File: config.mk
export PLATFORM = sky130hd
export DESIGN_NAME = etc2_rgb_decoder
export DESIGN_NICKNAME = d
export VERILOG_FILES = /design/src/rtl/etc2_rgb_decoder.sv
export SDC_FILE = /design/constraint.sdc
export NUM_CORES = 1
export LEC_CHECK = 0
export BUFFER_PORTS_ARGS = -buffer_cell sky130_fd_sc_hd__buf_2
export CELL_PAD_IN_SITES_DETAIL_PLACEMENT = 1
export CELL_PAD_IN_SITES_GLOBAL_PLACEMENT = 1
export CORE_UTILIZATION = 40
export CTS_CLUSTER_DIAMETER = 60
export DETAILED_ROUTE_END_ITERATION = 10
export PLACE_DENSITY = 0.87
export SLEW_MARGIN = 10
export SYNTH_ARGS = -nofsm -noshare
export SYNTH_HDL_FRONTEND = slang
export SYNTH_SLANG_ARGS = --single-unit
File: constraint.sdc
create_clock -name sclk -period 8.69 [get_ports sclk]
set_clock_uncertainty 0.2 [all_clocks]
set_input_delay 2.607 -clock sclk [delete_from_list [all_inputs] [get_ports sclk]]
set_output_delay 2.607 -clock sclk [all_outputs]
set_load 0.01 [all_outputs]
File: src/rtl/etc2_rgb_decoder.sv
// Per-pixel ETC2 RGB / RGB-A1 texel decoder: one block, mode and pixel index in,
// one registered RGBA8 texel out a cycle later with a valid strobe.
module etc2_rgb_decoder (
  input  logic        sclk,
  input  logic        rsrt,
  input  logic        rtr,
  input  logic [2:0]  mode,
  input  logic [63:0] block,
  input  logic        flag_punchThrough,
  input  logic        aplha,
  input  logic [3:0]  pixIdx,
  output logic        color_rts,
  output logic [7:0]  r,
  output logic [7:0]  g,
  output logic [7:0]  b,
  output logic [7:0]  a
);

  // Handshake: inputs are sampled on an edge with rtr=1; color_rts is high for
  // exactly the following cycle with r/g/b/a valid; outputs hold while rtr=0.

  function automatic logic [7:0] ext4(input logic [3:0] v);
    return {v, v};
  endfunction

  function automatic logic [7:0] ext5(input logic [4:0] v);
    return {v, v[4:2]};
  endfunction

  function automatic logic [7:0] ext6(input logic [5:0] v);
    return {v, v[5:4]};
  endfunction

  function automatic logic [7:0] ext7(input logic [6:0] v);
    return {v, v[6]};
  endfunction

  function automatic logic [7:0] clamp14(input logic signed [13:0] v);
    if (v < 14'sd0)        return 8'd0;
    else if (v > 14'sd255) return 8'd255;
    else                   return v[7:0];
  endfunction

  function automatic logic [7:0] add_sat(input logic [7:0] c, input logic signed [9:0] d);
    logic signed [13:0] s;
    s = $signed({6'd0, c}) + $signed({{4{d[9]}}, d});
    return clamp14(s);
  endfunction

  function automatic logic [7:0] mod_a(input logic [2:0] i);
    case (i)
      3'd0: return 8'd2;   3'd1: return 8'd5;   3'd2: return 8'd9;   3'd3: return 8'd13;
      3'd4: return 8'd18;  3'd5: return 8'd24;  3'd6: return 8'd33;  default: return 8'd47;
    endcase
  endfunction

  function automatic logic [7:0] mod_b(input logic [2:0] i);
    case (i)
      3'd0: return 8'd8;   3'd1: return 8'd17;  3'd2: return 8'd29;  3'd3: return 8'd42;
      3'd4: return 8'd60;  3'd5: return 8'd80;  3'd6: return 8'd106; default: return 8'd183;
    endcase
  endfunction

  function automatic logic [7:0] dist_tbl(input logic [2:0] i);
    case (i)
      3'd0: return 8'd3;   3'd1: return 8'd6;   3'd2: return 8'd11;  3'd3: return 8'd16;
      3'd4: return 8'd23;  3'd5: return 8'd32;  3'd6: return 8'd41;  default: return 8'd64;
    endcase
  endfunction

  function automatic logic [7:0] planar_ch(input logic [7:0] o, input logic [7:0] h,
                                           input logic [7:0] v, input logic [1:0] x,
                                           input logic [1:0] y);
    logic signed [13:0] so, dh, dv, acc;
    so  = $signed({6'd0, o});
    dh  = $signed({6'd0, h}) - so;
    dv  = $signed({6'd0, v}) - so;
    acc = $signed({12'd0, x}) * dh + $signed({12'd0, y}) * dv + (so <<< 2) + 14'sd2;
    return clamp14(acc >>> 2);
  endfunction

  logic [1:0]  px_x, px_y, idx;
  logic        is_diff, sub2, pt_diff, transparent;
  logic [2:0]  cw;
  logic [4:0]  d2_r, d2_g, d2_b;
  logic [23:0] base1, base2, sub_base;
  logic [7:0]  ma, mb;
  logic signed [9:0] id_off, pc_off;
  logic [23:0] t_c1, t_c2, h_c1, h_c2, pc_base;
  logic [11:0] h_c1_12, h_c2_12;
  logic [7:0]  td, hd;
  logic [23:0] id_rgb, th_rgb, pl_rgb, rgb_d;
  logic [7:0]  a_d;

  logic        color_rts_q;
  logic [7:0]  r_q, g_q, b_q, a_q;

  assign px_x = pixIdx[3:2];
  assign px_y = pixIdx[1:0];
  assign idx  = {block[{2'b01, pixIdx}], block[{2'b00, pixIdx}]};

  // Individual / differential base colours and per-pixel modifier
  assign is_diff = (mode == 3'd1);
  assign d2_r = block[63:59] + {{2{block[58]}}, block[58:56]};
  assign d2_g = block[55:51] + {{2{block[50]}}, block[50:48]};
  assign d2_b = block[47:43] + {{2{block[42]}}, block[42:40]};
  assign base1 = is_diff ? {ext5(block[63:59]), ext5(block[55:51]), ext5(block[47:43])}
                         : {ext4(block[63:60]), ext4(block[55:52]), ext4(block[47:44])};
  assign base2 = is_diff ? {ext5(d2_r), ext5(d2_g), ext5(d2_b)}
                         : {ext4(block[59:56]), ext4(block[51:48]), ext4(block[43:40])};
  assign sub2     = block[32] ? px_y[1] : px_x[1];
  assign sub_base = sub2 ? base2 : base1;
  assign cw       = sub2 ? block[36:34] : block[39:37];
  assign pt_diff  = flag_punchThrough & ~block[33] & is_diff;
  assign ma       = pt_diff ? 8'd0 : mod_a(cw);
  assign mb       = mod_b(cw);

  always_comb begin
    id_off = 10'sd0;
    case (idx)
      2'd0:    id_off = $signed({2'b00, ma});
      2'd1:    id_off = $signed({2'b00, mb});
      2'd2:    id_off = -$signed({2'b00, ma});
      default: id_off = -$signed({2'b00, mb});
    endcase
  end

  // T and H paint colours
  assign t_c1 = {ext4({block[60:59], block[57:56]}), ext4(block[55:52]), ext4(block[51:48])};
  assign t_c2 = {ext4(block[47:44]), ext4(block[43:40]), ext4(block[39:36])};
  assign h_c1_12 = {block[62:59], block[58:56], block[52], block[51], block[49:47]};
  assign h_c2_12 = {block[46:43], block[42:39], block[38:35]};
  assign h_c1 = {ext4(h_c1_12[11:8]), ext4(h_c1_12[7:4]), ext4(h_c1_12[3:0])};
  assign h_c2 = {ext4(h_c2_12[11:8]), ext4(h_c2_12[7:4]), ext4(h_c2_12[3:0])};
  assign td = dist_tbl({block[35:34], block[32]});
  assign hd = dist_tbl({block[34], block[32], (h_c1_12 >= h_c2_12)});

  always_comb begin
    pc_base = 24'd0;
    pc_off  = 10'sd0;
    if (mode == 3'd2) begin
      case (idx)
        2'd0:    begin pc_base = t_c1; pc_off = 10'sd0;               end
        2'd1:    begin pc_base = t_c2; pc_off = $signed({2'b00, td}); end
        2'd2:    begin pc_base = t_c2; pc_off = 10'sd0;               end
        default: begin pc_base = t_c2; pc_off = -$signed({2'b00, td}); end
      endcase
    end else begin
      pc_base = idx[1] ? h_c2 : h_c1;
      pc_off  = idx[0] ? -$signed({2'b00, hd}) : $signed({2'b00, hd});
    end
  end

  assign id_rgb = {add_sat(sub_base[23:16], id_off), add_sat(sub_base[15:8], id_off),
                   add_sat(sub_base[7:0], id_off)};
  assign th_rgb = {add_sat(pc_base[23:16], pc_off), add_sat(pc_base[15:8], pc_off),
                   add_sat(pc_base[7:0], pc_off)};
  assign pl_rgb = {planar_ch(ext6(block[62:57]), ext6({block[38:34], block[32]}),
                             ext6(block[18:13]), px_x, px_y),
                   planar_ch(ext7({block[56], block[54:49]}), ext7(block[31:25]),
                             ext7(block[12:6]), px_x, px_y),
                   planar_ch(ext6({block[48], block[44:43], block[41:39]}), ext6(block[24:19]),
                             ext6(block[5:0]), px_x, px_y)};

  assign transparent = flag_punchThrough & aplha & ~block[33] & (idx == 2'd2) &
                       (mode == 3'd1 || mode == 3'd2 || mode == 3'd3);

  always_comb begin
    rgb_d = pl_rgb;
    case (mode)
      3'd0, 3'd1: rgb_d = id_rgb;
      3'd2, 3'd3: rgb_d = th_rgb;
      default:    rgb_d = pl_rgb;
    endcase
    a_d = 8'hFF;
    if (transparent) begin
      rgb_d = 24'd0;
      a_d   = 8'h00;
    end
  end

  always_ff @(posedge sclk) begin
    if (rsrt) begin
      color_rts_q <= 1'b0;
      r_q <= 8'd0;
      g_q <= 8'd0;
      b_q <= 8'd0;
      a_q <= 8'd0;
    end else begin
      color_rts_q <= rtr;
      if (rtr) begin
        r_q <= rgb_d[23:16];
        g_q <= rgb_d[15:8];
        b_q <= rgb_d[7:0];
        a_q <= a_d;
      end
    end
  end

  assign color_rts = color_rts_q;
  assign r = r_q;
  assign g = g_q;
  assign b = b_q;
  assign a = a_q;

endmodule

=== Word-level counts from Yosys, hierarchy flattened ===
Cells that the tools add are included.

* Output and inout bits: 33
* Input port bits: 76
* Logic and storage cells: 142
* Bits in registers: 33

* Equal/unequal tests: 23
* Reduce and logical (&&, ||, !) cells: 10
* Mux-type cells: 42
* Magnitude comparators: 21
* Bitwise logic cells: 7
* $add $sub $neg: 28
* Multiply operators: 6

{| class="wikitable"
|+ Operators with widths
! cell !! count
|-
| two-way mux 8 bit || 20
|-
| two-way mux 24 bit || 6
|-
| one-hot mux 7 bit (7 select lines) || 2
|-
| multiplier 3 x 9 -> 12 bit || 6
|-
| adder 9 x 10 -> 11 bit || 6
|-
| greater-than comparator 11 x 9 -> 1 bit (second input constant) || 6
|-
| less-than comparator 11 x 1 -> 1 bit (second input constant) || 6
|-
| one-hot mux 8 bit (7 select lines) || 1
|-
| subtractor 8 x 8 -> 9 bit || 6
|-
| one-hot mux 24 bit (2 select lines) || 1
|-
| adder 13 x 11 -> 14 bit || 3
|-
| adder 14 x 3 -> 14 bit (second input constant) || 3
|-
| one-hot mux 6 bit (7 select lines) || 1
|-
| negation 8 -> 10 bit || 4
|-
| adder 12 x 12 -> 13 bit || 3
|-
| greater-than comparator 12 x 9 -> 1 bit (second input constant) || 3
|-
| less-than comparator 12 x 1 -> 1 bit (second input constant) || 3
|-
| one-hot mux 10 bit (3 select lines) || 1
|-
| equality test 3 bit (second input constant) || 9
|-
| equality test 3 x 2 -> 1 bit (second input constant) || 8
|-
| two-way mux 10 bit || 2
|-
| two-way mux 20 bit || 1
|-
| one-hot mux 10 bit (2 select lines) || 1
|-
| adder 5 bit || 3
|-
| other kinds (15) || 32
|}

=== Logic depth before layout (Yosys ltp) ===
* Depth in word-level cells: 13
* Gate-level depth with buffers: 27
* Gate-level depth less buffers: 27

=== Worst setup path after synthesis ===
Ideal clock, no wire load.

* Path type: input port to flip-flop
* From: input port block[62]
* To: register r_q[2], in the netlist r[2]
* Required time: 8.373 ns
* Arrival time: 8.146 ns
* Setup time: 0.117 ns
* Cell stages on the path: 25
* Slack: 0.227 ns
* Path buffers: 0
* Cell sequence: inv_1 > ha_1 > nor2b_1 > o21ai_0 > a21boi_0 > o21ai_0 > a21boi_0 > o21ai_0 > nor3b_1 > nor3b_1 > ha_1 > inv_1 > fa_1 > inv_1 > fa_1 > fa_1 > ha_1 > nor3_1 > nor2_1 > a21oi_1 > mux2_2 > nor3_1 > a21oi_1 > a2bb2oi_1 > a22o_1

* Longest elaborated chain between the ends: 12
* Elaborated cells on any way between the ends: 41
* Those cells by class: add/sub: 9; mul: 2; order compare: 7; eq/ne: 6; mux: 16; reduce/logical: 1

{| class="wikitable"
|+ Ends and longest elaborated chain
! item !! line !! RTL
|-
| start, declared || 8 || <nowiki>input logic [63:0] block,</nowiki>
|-
| parallel branches: the longest is 10 deep, another holds adder 13 x 11 -> 14 bit || - ||
|-
| one-hot mux 24 bit (2 select lines) (*) || 170 || <nowiki>case (mode)</nowiki>
|-
| two-way mux 24 bit (*) || 176 || <nowiki>if (transparent) begin</nowiki>
|-
| end signal, assigned || 192 || <nowiki>r_q <= rgb_d[23:16];</nowiki>
|-
| end, declared || 96 || <nowiki>logic [7:0] r_q, g_q, b_q, a_q;</nowiki>
|}

Every way passes the cells marked *.
A chain may end at the register's enable or synchronous reset.

=== Worst setup path in the final report ===
Ends and elaborated chain as after synthesis.

==> metrics.txt <==
# TYPE chip_impl_metric gauge
chip_impl_metric{name="die-area",unit="mm²"} 0.0345
chip_impl_metric{name="worst_path_largest_cell_delay",unit="ns"} 0.58
chip_impl_metric{name="layout-area-overhead-vs-synth",unit="%"} 13.8
chip_impl_info{name="holdCritPathClass",value="reg -> reg"} 1
chip_impl_metric{name="die-height",unit="µm"} 186
chip_impl_info{name="yosys-top-cells-area",value="sky130_fd_sc_hd__ha_1 (21%), sky130_fd_sc_hd__fa_1 (14%), sky130_fd_sc_hd__inv_1 (6.5%)"} 1
chip_impl_metric{name="numPortBuffers",unit=""} 108
chip_impl_metric{name="tightest_slew_margin_relative_to_the_limit",unit=""} 0.335
chip_impl_metric{name="hold_viol_final",unit=""} 0
chip_impl_metric{name="antenna_found_initial",unit=""} 3
chip_impl_metric{name="grt_first_pass_wirelength",unit="µm"} 85300
chip_impl_metric{name="power.density",unit="mW/mm²"} 279
chip_impl_info{name="slowest_stage",value="sky130_fd_sc_hd__fa_1"} 1
chip_impl_metric{name="drt.antenna.violating_nets",unit=""} 0
chip_impl_info{name="synthMostInstantiatedCell",value="sky130_fd_sc_hd__inv_1"} 1
chip_impl_metric{name="power.leakage",unit="µW"} 0.00745
chip_impl_info{name="cts_tree",value="done"} 1
chip_impl_metric{name="synth_edf_count",unit=""} 0
chip_impl_info{name="ctsRootBufferMaster",value="sky130_fd_sc_hd__clkbuf_16"} 1
chip_impl_metric{name="grt_util_all_layers",unit=""} 0.320
chip_impl_metric{name="drt_wl_total",unit="µm"} 56100
chip_impl_info{name="status",value="complete, but fails checks"} 1
chip_impl_metric{name="reg2reg_setup_slack",unit="ns"} 7.80
chip_impl_metric{name="yosysSeqAreaShare",unit=""} 0.0385
chip_impl_metric{name="cp.arrival",unit="ns"} 8.70
chip_impl_metric{name="placement.setup.worst_slack",unit="ns"} -0.759
chip_impl_metric{name="gpl.final_weighted_congestion",unit=""} 0.985
chip_impl_metric{name="synth-warning-count",unit=""} 0
chip_impl_metric{name="core_area",unit="mm²"} 0.0329
chip_impl_metric{name="period_share",unit=""} 1.00
chip_impl_metric{name="worstPathMaxFanout",unit=""} 8
chip_impl_metric{name="synth_area",unit="mm²"} 0.0135
chip_impl_info{name="violated_checks",value="setup timing"} 1
chip_impl_metric{name="worst_max_slew_pin_slew",unit="ns"} 0.984
chip_impl_metric{name="synth_largest_type_area_fraction",unit=""} 0.207
chip_impl_metric{name="cts-buffers-inserted",unit=""} 3
chip_impl_metric{name="worst_skew_pair.late_latency",unit="ns"} 0.28
chip_impl_metric{name="hpwl",unit="µm"} 47400
chip_impl_info{name="primary_ff_master_synth",value="sky130_fd_sc_hd__dfxtp_1"} 1
chip_impl_metric{name="route.detailed.wl_per_inst",unit="µm"} 23.5
chip_impl_metric{name="detailedRoute.firstIterationViolations",unit=""} 1016
chip_impl_metric{name="fp-row-count",unit=""} 66
chip_impl_metric{name="worst_setup_margin",unit="ns"} -0.0325
chip_impl_metric{name="finalPower",unit="µW"} 4290
chip_impl_info{name="crit_path_start_kind",value="input port"} 1
chip_impl_metric{name="num_vias",unit=""} 14532
chip_impl_metric{name="vias_per_cell",unit=""} 6.10
chip_impl_metric{name="number_of_nets_in_the_finished_design",unit=""} 2336
chip_impl_metric{name="register_bit_count_reported_by_yosys",unit=""} 26
chip_impl_metric{name="fmax",unit="MHz"} 115
chip_impl_metric{name="netlist_instances",unit=""} 1791
chip_impl_metric{name="starting_utilization_of_the_core_area",unit=""} 0.411
chip_impl_metric{name="clkSlewWorstSetupHoldPaths",unit="ns"} 0.08
chip_impl_info{name="synth_common_cells",value="sky130_fd_sc_hd__inv_1 (233), sky130_fd_sc_hd__ha_1 (224), sky130_fd_sc_hd__nand2_1 (138), sky130_fd_sc_hd__a21oi_1 (133), sky130_fd_sc_hd__nor2_1 (132)"} 1
chip_impl_metric{name="fillerInstances",unit=""} 4200
chip_impl_metric{name="clockBufferDepth",unit=""} 2
chip_impl_metric{name="grt_max_degree",unit=""} 33
chip_impl_metric{name="layout-drive-gt1-share",unit=""} 0.147
chip_impl_metric{name="synth.avg_cell_area",unit="µm²"} 7.54
chip_impl_metric{name="syn_nets",unit=""} 2187
chip_impl_metric{name="vdd.ir_drop.worst",unit="mV"} 0.209
chip_impl_metric{name="dr.pass1.iters",unit=""} 5
chip_impl_metric{name="synth_cell_type_count",unit=""} 87
chip_impl_metric{name="global_route.overflow_total",unit=""} 0
chip_impl_metric{name="io-pin-count",unit=""} 109
chip_impl_metric{name="worst-endpoint-required",unit="ns"} 8.67
chip_impl_info{name="crit_type",value="in -> reg"} 1
chip_impl_metric{name="tritoncts_num_sinks",unit=""} 26
chip_impl_metric{name="timing.final.max_slew_violations",unit=""} 0
chip_impl_metric{name="first_global_vias",unit=""} 15670
chip_impl_metric{name="drc_errors",unit=""} 0
chip_impl_metric{name="min_period",unit="ns"} 8.72
chip_impl_metric{name="finalSetupViolCount",unit=""} 3
chip_impl_info{name="critPathCaptureType",value="flip-flop"} 1
chip_impl_info{name="synth_top_area_cell",value="sky130_fd_sc_hd__ha_1"} 1
chip_impl_metric{name="max_cap_viol_count",unit=""} 0
chip_impl_metric{name="die_width",unit="µm"} 186
chip_impl_metric{name="layout.area.seq",unit="µm²"} 520
chip_impl_metric{name="multi_input_comb_area",unit="mm²"} 0.0120
chip_impl_metric{name="cts_max_level",unit=""} 1
chip_impl_metric{name="postSynth.asyncResetShare",unit=""} 0
where the power goes:
part | switching, µW | internal [µW]
clock network | 55.0 | 71.1
logic | 2350 | 1630
registers | 26.1 | 160
logic make-up (layout without fill, tap and decap cells):
group                    Yosys count  in the layout  share of synthesized area
other                              0              2                          0
adder cells (fa/ha/maj)          320            320                      0.350
AO/OA/AOI/OAI                    521            521                      0.252
flip-flops                        26             26                     0.0385
XOR/XNOR                          85             85                     0.0551
buffers and inverters            294            442                     0.0859
multiplexers                      34             34                     0.0293
AND/OR/NAND/NOR                  511            511                      0.189
final cells by class:
type	instances	share of cell area
Tap cell	442	0.0360
Antenna cell	2	0.000326
Timing Repair Buffer	204	0.0829
Inverter	234	0.0574
Clock buffer	4	0.00578
Multi-Input combinational cell	1471	0.784
Sequential cell	26	0.0339
layer usage:
metal | vias to the layer above | track usage | share of wire
met5 | - | 0 | 0
met4 | 0 | 0.155 | 0.048
met3 | 173 | 0.0342 | 0.058
met2 | 614 | 0.558 | 0.49
met1 | 7150 | 0.392 | 0.41
li1 | 6595 | - | -
worst max-delay path: cells and delay by family:
| family | cells | cell delay (ns) |
|---|---|---|
| buffers and inverters | 5 | 0.55 |
| AND/OR/NAND/NOR | 5 | 0.97 |
| AO/OA/AOI/OAI | 10 | 1.74 |
| adder cells (fa/ha/maj) | 6 | 2.44 |
| multiplexers | 1 | 0.37 |
sequential cells by signal, indices dropped and copies added, names as in the netlist:
signal and flops:
r 8, g 8, a 1, color_rts 1
b 8
timing repair:
item,CTS,global route
pin swaps,3,15
setup endpoints to repair,17,24
cloned,0,0
setup buffers,0,3
gates resized for setup,19,66
hold buffers,0,0
worst paths after layout:
kind / from / to / cells after the start
max: block[62] / r[2] / 27
min: g[4] / g[4] / 2
max reg2reg: r[7] / r[7] / 4
min reg2reg: g[4] / g[4] / 2
metrics by stage:
stage	cells	util	setup TNS, ns	hold WS (ns)	instance area [µm²]
6_report	2383	0.468	-0.0654	0.257	15400
5_1_grt	2383	0.468	-1.01	0.292	15400
4_1_cts	2378	0.462	0	0.257	15200
3_5_place_dp	2374	0.457	-10.89	0.240	15000
3_3_place_gp	2374	0.457	-0.296	0.241	15000
2_1_floorplan	1791	-	0	0.279	13500
placed cells by master, fill, tap and decap left out, drive strengths merged, types with 6 or more instances in the layout:
cell / instances
o22ai: 23
buf: 204
xor2: 32
o211ai: 18
mux2i: 27
a32o: 9
nor3b: 20
a211oi: 43
o22a: 6
o31ai: 15
nand3: 28
nand2: 139
nand2b: 13
and3: 8
a31oi: 23
o221ai: 8
a21boi: 20
o21bai: 7
a211o: 6
xnor2: 53
a22oi: 11
dfxtp: 26
nor3: 31
o21ai: 109
inv: 233
fa: 96
a21o: 26
nor2b: 20
or3: 7
nor2: 132
ha: 224
o21a: 18
and2: 85
a21oi: 133
Power figures use the tool's default switching activity.
